==> src/rtl/sdram_rd_burst.sv <==
`timescale 1ns/1ps
// sdram_rd_burst: SDRAM burst-read engine with PRE/ACT/RD sequencing, open-row reuse and capture.
// Define SDRAM_RD_BANK_SCAN_EN to step through all four banks on row wrap.
module sdram_rd_burst #(
    parameter int unsigned ROW_W     = 12,
    parameter int unsigned COL_W     = 9,
    parameter int unsigned DQ_W      = 16,
    parameter int unsigned BURST_LEN = 4,
    parameter int unsigned CAS_LAT   = 3,
    parameter int unsigned T_RP      = 2,
    parameter int unsigned T_RCD     = 2
) (
    input  logic             clk,
    input  logic             rstn,
    input  logic             rd_trig,
    input  logic             rd_en,
    input  logic             ref_req,
    input  logic [DQ_W-1:0]  rd_dq,
    output logic             rd_req,
    output logic             flag_rd_end,
    output logic [3:0]       sdram_cmd,
    output logic [ROW_W-1:0] sdram_addr,
    output logic [1:0]       sdram_bank,
    output logic [DQ_W-1:0]  rd_data,
    output logic             rd_data_vld
);

    localparam logic [3:0] CmdNop = 4'b0111;
    localparam logic [3:0] CmdPre = 4'b0010;
    localparam logic [3:0] CmdAct = 4'b0011;
    localparam logic [3:0] CmdRd  = 4'b0101;

    localparam int unsigned     CntW     = $clog2(T_RP + T_RCD + CAS_LAT + BURST_LEN + 1);
    localparam logic [CntW-1:0] TrpLast  = CntW'(T_RP - 2);
    localparam logic [CntW-1:0] TrcdLast = CntW'(T_RCD - 2);
    localparam logic [CntW-1:0] CapFirst = CntW'(CAS_LAT - 1);
    localparam logic [CntW-1:0] CapLast  = CntW'(CAS_LAT + BURST_LEN - 2);
    localparam logic [CntW-1:0] DataLast = CntW'(CAS_LAT + BURST_LEN - 1);
    localparam logic [COL_W:0]  ColStep  = (COL_W + 1)'(BURST_LEN);

    typedef enum logic [2:0] {StIdle, StPre, StTrp, StAct, StTrcd, StRd, StData} state_e;

    state_e            state_q, state_d;
    logic [CntW-1:0]   cnt_q, cnt_d;
    logic              rd_req_q, pend_q, row_open_q;
    logic [COL_W-1:0]  col_q;
    logic [ROW_W-1:0]  row_q;
    logic [3:0]        cmd_q, cmd_d;
    logic [ROW_W-1:0]  addr_q, addr_d;
    logic [1:0]        ba_q, ba_d;
    logic [DQ_W-1:0]   rd_data_q;
    logic              vld_q, flag_q;
    logic              cap, cap_last;
    logic [COL_W:0]    col_sum;
    logic [ROW_W:0]    row_sum;

    assign col_sum = {1'b0, col_q} + ColStep;
    assign row_sum = {1'b0, row_q} + 1'b1;

`ifdef SDRAM_RD_BANK_SCAN_EN
    logic [1:0] bank_q;
    always_ff @(posedge clk or negedge rstn) begin
        if (!rstn) begin
            bank_q <= 2'b00;
        end else if (flag_q && col_sum[COL_W] && row_sum[ROW_W]) begin
            bank_q <= bank_q + 2'b01;
        end
    end
`else
    logic [1:0] bank_q;
    assign bank_q = 2'b00;
`endif

    // Capture window inside DATA: rd_dq lands CAS_LAT cycles after the RD command.
    assign cap      = (state_q == StData) && (cnt_q >= CapFirst) && (cnt_q <= CapLast);
    assign cap_last = (state_q == StData) && (cnt_q == CapLast);

    always_comb begin
        state_d = state_q;
        cnt_d   = '0;
        unique case (state_q)
            StIdle: if (rd_en && rd_req_q) state_d = row_open_q ? StRd : StPre;
            StPre:  state_d = (T_RP > 1) ? StTrp : StAct;
            StTrp: begin
                if (cnt_q == TrpLast) state_d = StAct;
                else                  cnt_d   = cnt_q + 1'b1;
            end
            StAct:  state_d = (T_RCD > 1) ? StTrcd : StRd;
            StTrcd: begin
                if (cnt_q == TrcdLast) state_d = StRd;
                else                   cnt_d   = cnt_q + 1'b1;
            end
            StRd:   state_d = StData;
            StData: begin
                if (cnt_q == DataLast) state_d = StIdle;
                else                   cnt_d   = cnt_q + 1'b1;
            end
            default: state_d = StIdle;
        endcase

        // Command outputs are registered from the next state so they align with it.
        cmd_d  = CmdNop;
        addr_d = '0;
        ba_d   = 2'b00;
        case (state_d)
            StPre: begin
                cmd_d      = CmdPre;
                addr_d[10] = 1'b1;
            end
            StAct: begin
                cmd_d  = CmdAct;
                addr_d = row_q;
                ba_d   = bank_q;
            end
            StRd: begin
                cmd_d              = CmdRd;
                addr_d[COL_W-1:0]  = col_q;
                ba_d               = bank_q;
            end
            default: ;
        endcase
    end

    always_ff @(posedge clk or negedge rstn) begin
        if (!rstn) begin
            state_q    <= StIdle;
            cnt_q      <= '0;
            rd_req_q   <= 1'b0;
            pend_q     <= 1'b0;
            row_open_q <= 1'b0;
            col_q      <= '0;
            row_q      <= '0;
            cmd_q      <= CmdNop;
            addr_q     <= '0;
            ba_q       <= 2'b00;
            rd_data_q  <= '0;
            vld_q      <= 1'b0;
            flag_q     <= 1'b0;
        end else begin
            state_q <= state_d;
            cnt_q   <= cnt_d;
            cmd_q   <= cmd_d;
            addr_q  <= addr_d;
            ba_q    <= ba_d;
            vld_q   <= cap;
            flag_q  <= cap_last;
            if (cap) rd_data_q <= rd_dq;

            // Request handshake; one trigger may be parked while a burst is running.
            if (flag_q) begin
                rd_req_q <= pend_q | rd_trig;
                pend_q   <= 1'b0;
            end else if (state_q == StIdle) begin
                if (rd_en && rd_req_q)     rd_req_q <= 1'b0;
                else if (rd_trig && !rd_en) rd_req_q <= 1'b1;
            end else if (rd_trig) begin
                pend_q <= 1'b1;
            end

            if (state_d == StAct) begin
                row_open_q <= 1'b1;
            end else if (flag_q && (ref_req || col_sum[COL_W])) begin
                row_open_q <= 1'b0;
            end

            if (flag_q) begin
                col_q <= col_sum[COL_W-1:0];
                if (col_sum[COL_W]) row_q <= row_sum[ROW_W-1:0];
            end
        end
    end

    assign rd_req      = rd_req_q;
    assign flag_rd_end = flag_q;
    assign sdram_cmd   = cmd_q;
    assign sdram_addr  = addr_q;
    assign sdram_bank  = ba_q;
    assign rd_data     = rd_data_q;
    assign rd_data_vld = vld_q;

endmodule
==> config.mk <==
export PLATFORM = sky130hd
export DESIGN_NAME = sdram_rd_burst
export DESIGN_NICKNAME = d
export VERILOG_FILES = /design/src/rtl/sdram_rd_burst.sv
export SDC_FILE = /design/constraint.sdc
export NUM_CORES = 1
export LEC_CHECK = 0
export ABC_AREA = 1
export CAP_MARGIN = 20
export CORE_MARGIN = 5
export CORE_UTILIZATION = 35
export DETAILED_ROUTE_END_ITERATION = 8
export PLACE_DENSITY = 0.57
export SLEW_MARGIN = 20
export SYNTH_ARGS = -nofsm -noshare
export SYNTH_HDL_FRONTEND = slang
export SYNTH_SLANG_ARGS = --single-unit
export TNS_END_PERCENT = 10
==> constraint.sdc <==
create_clock -name clk -period 2.45 [get_ports clk]
set_input_delay 0.735 -clock clk [delete_from_list [all_inputs] [get_ports clk]]
set_output_delay 0.735 -clock clk [all_outputs]
set_load 0.02 [all_outputs]
Word-level counts from Yosys, hierarchy flattened
Cells that the tools add are included.

operators by class
  $add $sub $neg = 3
  order comparisons = 2
  eq/ne operators = 12
  muxes and demuxes = 23
  bitwise gates (word level) = 1
  reduce and logical (&&, ||, !) cells = 18

operator list
  cell                     count
  $pmux W3 S7              1
  $pmux W9 S2              1
  $mux W3                  5
  $add A12 B1 Y12 const B  1
  $eq A3 B3 Y1 const B     4
  $mux W1                  11
  $add A9 B3 Y10 const B   1
  $eq A3 B2 Y1 const B     3
  $pmux W3 S3              1
  $eq A4 B3 Y1 const B     2
  $mux W4                  2
  $pmux W4 S2              1
  $eq A3 B1 Y1 const B     2
  $logic_and A1 B1 Y1      6
  $reduce_and A2 Y1        3
  $reduce_bool A2 Y1       3
  $add A4 B1 Y4 const B    1
  $ge A4 B2 Y1 const B     1
  $le A4 B3 Y1 const B     1
  $logic_not A4 Y1         1
  $logic_not A3 Y1         1
  $reduce_bool A3 Y1       1
  $ne A2 B2 Y1 const B     1
  $pmux W1 S2              1
  other kinds (4)          4

word-level totals
  bits in registers = 65
  bits of input ports = 21
  output and inout bits = 37

Depth between registers and ports, before layout
Gate-level depths: netlist (run 1).

  depth in word-level cells = 6
  mapped depth = 9
  gate-level depth less buffers = 9

Least setup slack after synthesis (run 1)
No wires, ideal clock.

  path kind = reg-to-reg
  start point = register cnt_q[1]
  end point = register rd_data_q[10] (netlist: rd_data[10])
  arrival = 1.346 ns
  required time = 2.334 ns
  slack = 0.988 ns
  cell stages (with the launch flop) = 10
  period minus slack after synthesis = 1.462 ns
  cells stage by stage = dfrtp_1 inv_1 ha_1 inv_1 nand2_1 o211ai_4 inv_6 buf_12 nand2_1 nand2_1

between the ends
  longest elaborated chain between the ends = 3
  elaborated cells between the ends (all ways) = 4

ends and longest elaborated chain
  element                  line  text
  from (decl)              44    logic [CntW-1:0] cnt_q, cnt_d;
  from (signal assigned)   141   cnt_q <= cnt_d;
  $ge A4 B2 Y1             75    assign cap = (state_q == StData) && (cnt_q >= CapFirst) && (cnt_q <= CapLast);
  $logic_and A1 B1 Y1      75
  $logic_and A1 B1 Y1 (*)  75
  named net cap            53    logic cap, cap_last;
  to (signal assigned)     147   if (cap) rd_data_q <= rd_dq;
  to (decl)                51    logic [DQ_W-1:0] rd_data_q;

The timed path passes the listed nets; every way through them passes the cells marked *.
A chain may end at the register's enable or synchronous reset.

Final worst setup path (run 1)
  start point = register cmd_q[2] (netlist: sdram_cmd[2])
  end point = output sdram_cmd[2]

RTL lines
  element                 line  text
  from (decl)             48    logic [3:0] cmd_q, cmd_d;
  from (signal assigned)  133   cmd_q <= CmdNop;
  from (signal assigned)  142   cmd_q <= cmd_d;
  to (decl)               21    output logic [3:0] sdram_cmd,

No word-level cell between the ends.

==> impl_results.md, run 1 <==
* Status: finished clean
* Max Cap Violations at 0
* WS Path Type: flop to output port
* Total grt overflow at 0
* Post-Syn Instances at 321
* Mean Syn Cell Area at 8.98 sq um
* Core area at 8130 sq um
* Number of CTS-inserted buffers at 9
* Distinct cells, synth at 30
* Largest net degree at the start of global routing at 29
* Post-CTS Setup Inserts at 0
* WL final at 6020 um
* Reg2reg setup slack at 0.70 ns
* Die extent in x at just over 100 um
* Hold Buf Count CTS at 0
* Clock root buffer: clkbuf_8
* Pre-CTS WS at 0.455 ns
* Initial antenna violation count at 0
* Die H at 101 um
* Leak pwr at 1.80 nW
* Critical Path AT at 1.45 ns
* Std-Cell Rows at 33
* Cell Area, Synth at 2880 sq um
* Crit path max-delay cell type: clkdlybuf4s50_1
* Clk slew on worst S/H paths at 0.07 ns
* PwrDens at 1030 nW/um^2
* CP top delay family: buffers and inverters
* Pins over their slew limit at 0
* Max-slew headroom at the worst pin at 0.638
* Gates resized, CTS repair at 0
* Clock sinks at between 60 and 70
* Critical Path Sink Type: output port
* Area growth, synth to finish at 29.7%
* Sequential fraction of the synthesis area at 0.539
* Fmax at 0.458 GHz
* GP Congestion at 0.807
* Setup Skew at 0.00619 ns
* Yosys synthesis warning count at 0
* First-pass GRT wire length at between 10000 and 15000 um
* VDD IR max at 0.356 mV
* Starting Density at 0.355
* DR iter-0 viols at 47
* Final setup margin at 0.268 ns
* Cells along the critical path: clkdlybuf4s50_1
* Insertion delay to the later sink of the worst-skew pair at 0.33 ns
* Crit path buf inv count at 1
* Vias post-DR at 2206
* Setup violators final at 0
* CTS tree: done
* Final net count at 412
* Drc violations at 0
* Hpwl dp at 4520 um
* Hold Violations, Final at 0
* Slew @ Worst Pin at 0.540 ns
* Worst path max stage delay at approximately 0.60 ns
* #FFs+latches synth at 62
* Worst setup path start: sdram_cmd[2]$_DFF_PN1_
* Worst r2r src: cnt_q[1]$_DFF_PN0_
* H-tree levels at 3
* Remaining antenna violation count at 0
* Die area at a little over 10000 sq um
* Ant diodes at 0
* CP startpoint kind: flop
* Setup TNS at 0 ns
* I/O Pins at 58
* Via density at 4.47
* Share of layout cells above drive strength 1 at 0.0925
* Fill count at around 780
* WL per Instance at around 12 um
* GRT Total Usage at 0.129
* Crit share post-route at 0.891
* RSZ-0062 raised after global routing: false
* Clock Tree Buf Depth at 2
* Crit path max fanout at 1
* Req. time, crit path at between 1.5 and 2 ns
* TritonRoute pass-1 iters at 4
* Hold Crit Class: primary input to asynchronous set/reset pin
* Tmin final at 2.18 ns
* Port bufs at 54
* Vias in the first global route at approximately 2.1k
## path summary, 6_finish.rpt
path                       cells after the start                endpoint
setup reg to reg                               8  rd_data[5]$_DFFE_PN0P_
max in group asynchronous                      2   rd_data_vld$_DFF_PN0_
min in group clk                               2  rd_data[2]$_DFFE_PN0P_
hold / removal                                 1   flag_rd_end$_DFF_PN0_
hold reg to reg                                2  rd_data[2]$_DFFE_PN0P_
setup / recovery                               1            sdram_cmd[2]
## layer usage
| metal | part of all wire | vias to the layer above | track usage | wire length (um) |
|---|---|---|---|---|
| li1 | - | 1127 | - | - |
| met1 | 0.47 | 1016 | 0.170 | 2820 |
| met2 | 0.46 | 54 | 0.203 | 2760 |
| met3 | 0.058 | 9 | 0.0325 | 349 |
| met4 | 0.015 | 0 | 0.0497 | 91 |
| met5 | 0 | - | 0 | 0 |
## state kept, by name (all words and copies together), names as in the netlist
register,count
cnt_q,4
col_q,7
flag_rd_end,1
pend_q,1
rd_data,16
rd_data_vld,1
rd_req,1
row_open_q,1
row_q,12
sdram_addr,12
sdram_cmd,3
state_q,3
## layout make-up
type                    instances  area, sq um  area share
flip-flops and latches         62         1560       0.416
inverters                      30          119      0.0318
well taps                     105          131      0.0351
multi-input cells             224         1150       0.307
clock inverters                 4         70.1      0.0187
repair buffers                 57          571       0.153
clock buffers                  12          145      0.0388
## synthesized netlist by cell type, drive strengths merged
cell,n,area share
o21ai,9,0.016
inv,29,0.039
nand3b,3,0.0078
a21oi,1,0.0056
nand3,9,0.020
clkinv,1,0.0017
xor2,11,0.033
ha,7,0.030
buf,7,0.024
nor3,2,0.0035
nand2,128,0.17
nor4,1,0.0022
dfstp,3,0.027
a22oi,1,0.0026
dfrtp,59,0.51
o211ai,2,0.010
xnor2,2,0.0061
nor2,29,0.046
mux2,1,0.0039
nand4,15,0.038
conb,1,0.0013
## power by group
part | switching (mW) | internal (mW)
Clock | 0.377 | 0.598
Combinational | 0.897 | 0.583
Sequential | 0.148 | 1.27
## through the flow
| step | instances | power [mW] | instance area, sq um | util | hold slack, ns |
|---|---|---|---|---|---|
| floorplan | 323 | 2.37 | 2890 | - | 0.439 |
| global placement | 478 | 2.92 | 3520 | 0.433 | 0.462 |
| detailed placement | 478 | 2.94 | 3520 | 0.433 | 0.470 |
| CTS | 494 | 3.92 | 3740 | 0.460 | 0.382 |
| global route | 494 | 4.14 | 3740 | 0.460 | 0.409 |
| finish | 494 | 3.87 | 3740 | 0.460 | 0.371 |
## cell families (layout without fill, tap and decap cells)
group / Yosys count / count (layout) / synth area share
AO/OA/AOI/OAI: 13 / 13 / 0.0338
XOR/XNOR: 13 / 13 / 0.0395
adder cells (fa/ha/maj): 7 / 7 / 0.0304
buffers and inverters: 37 / 103 / 0.0651
flip-flops: 62 / 62 / 0.539
multiplexers: 1 / 1 / 0.00390
other: 1 / 3 / 0.00130
AND/OR/NAND/NOR: 187 / 187 / 0.287
## placed cells by master (no fill, tap or decap), types with 2 or more instances in the layout
cell type,Yosys,final
buf_4,5,2
bufinv_16,0,2
clkbuf_1,0,2
clkbuf_8,0,10
clkdlybuf4s50_1,0,53
clkinv_2,1,3
conb_1,1,3
dfrtp_1,59,59
dfstp_2,3,3
ha_1,7,7
inv_1,27,27
nand2_1,124,124
nand2_2,4,4
nand3_1,8,8
nand3b_1,3,3
nand4_1,14,14
nor2_1,26,26
nor2_4,3,3
nor3_1,2,2
o21ai_0,9,9
xnor2_1,2,2
xor2_1,11,11
Power figures use the tool's default switching activity.
==> run 2: changes to the inputs <==
--- a/config.mk
+++ b/config.mk
@@ -15,4 +15,3 @@
 export SYNTH_ARGS = -nofsm -noshare
 export SYNTH_HDL_FRONTEND = slang
 export SYNTH_SLANG_ARGS = --single-unit
-export TNS_END_PERCENT = 10
==> results of run 2 <==
Final layout, timing and power as in run 1 (identical DEF).
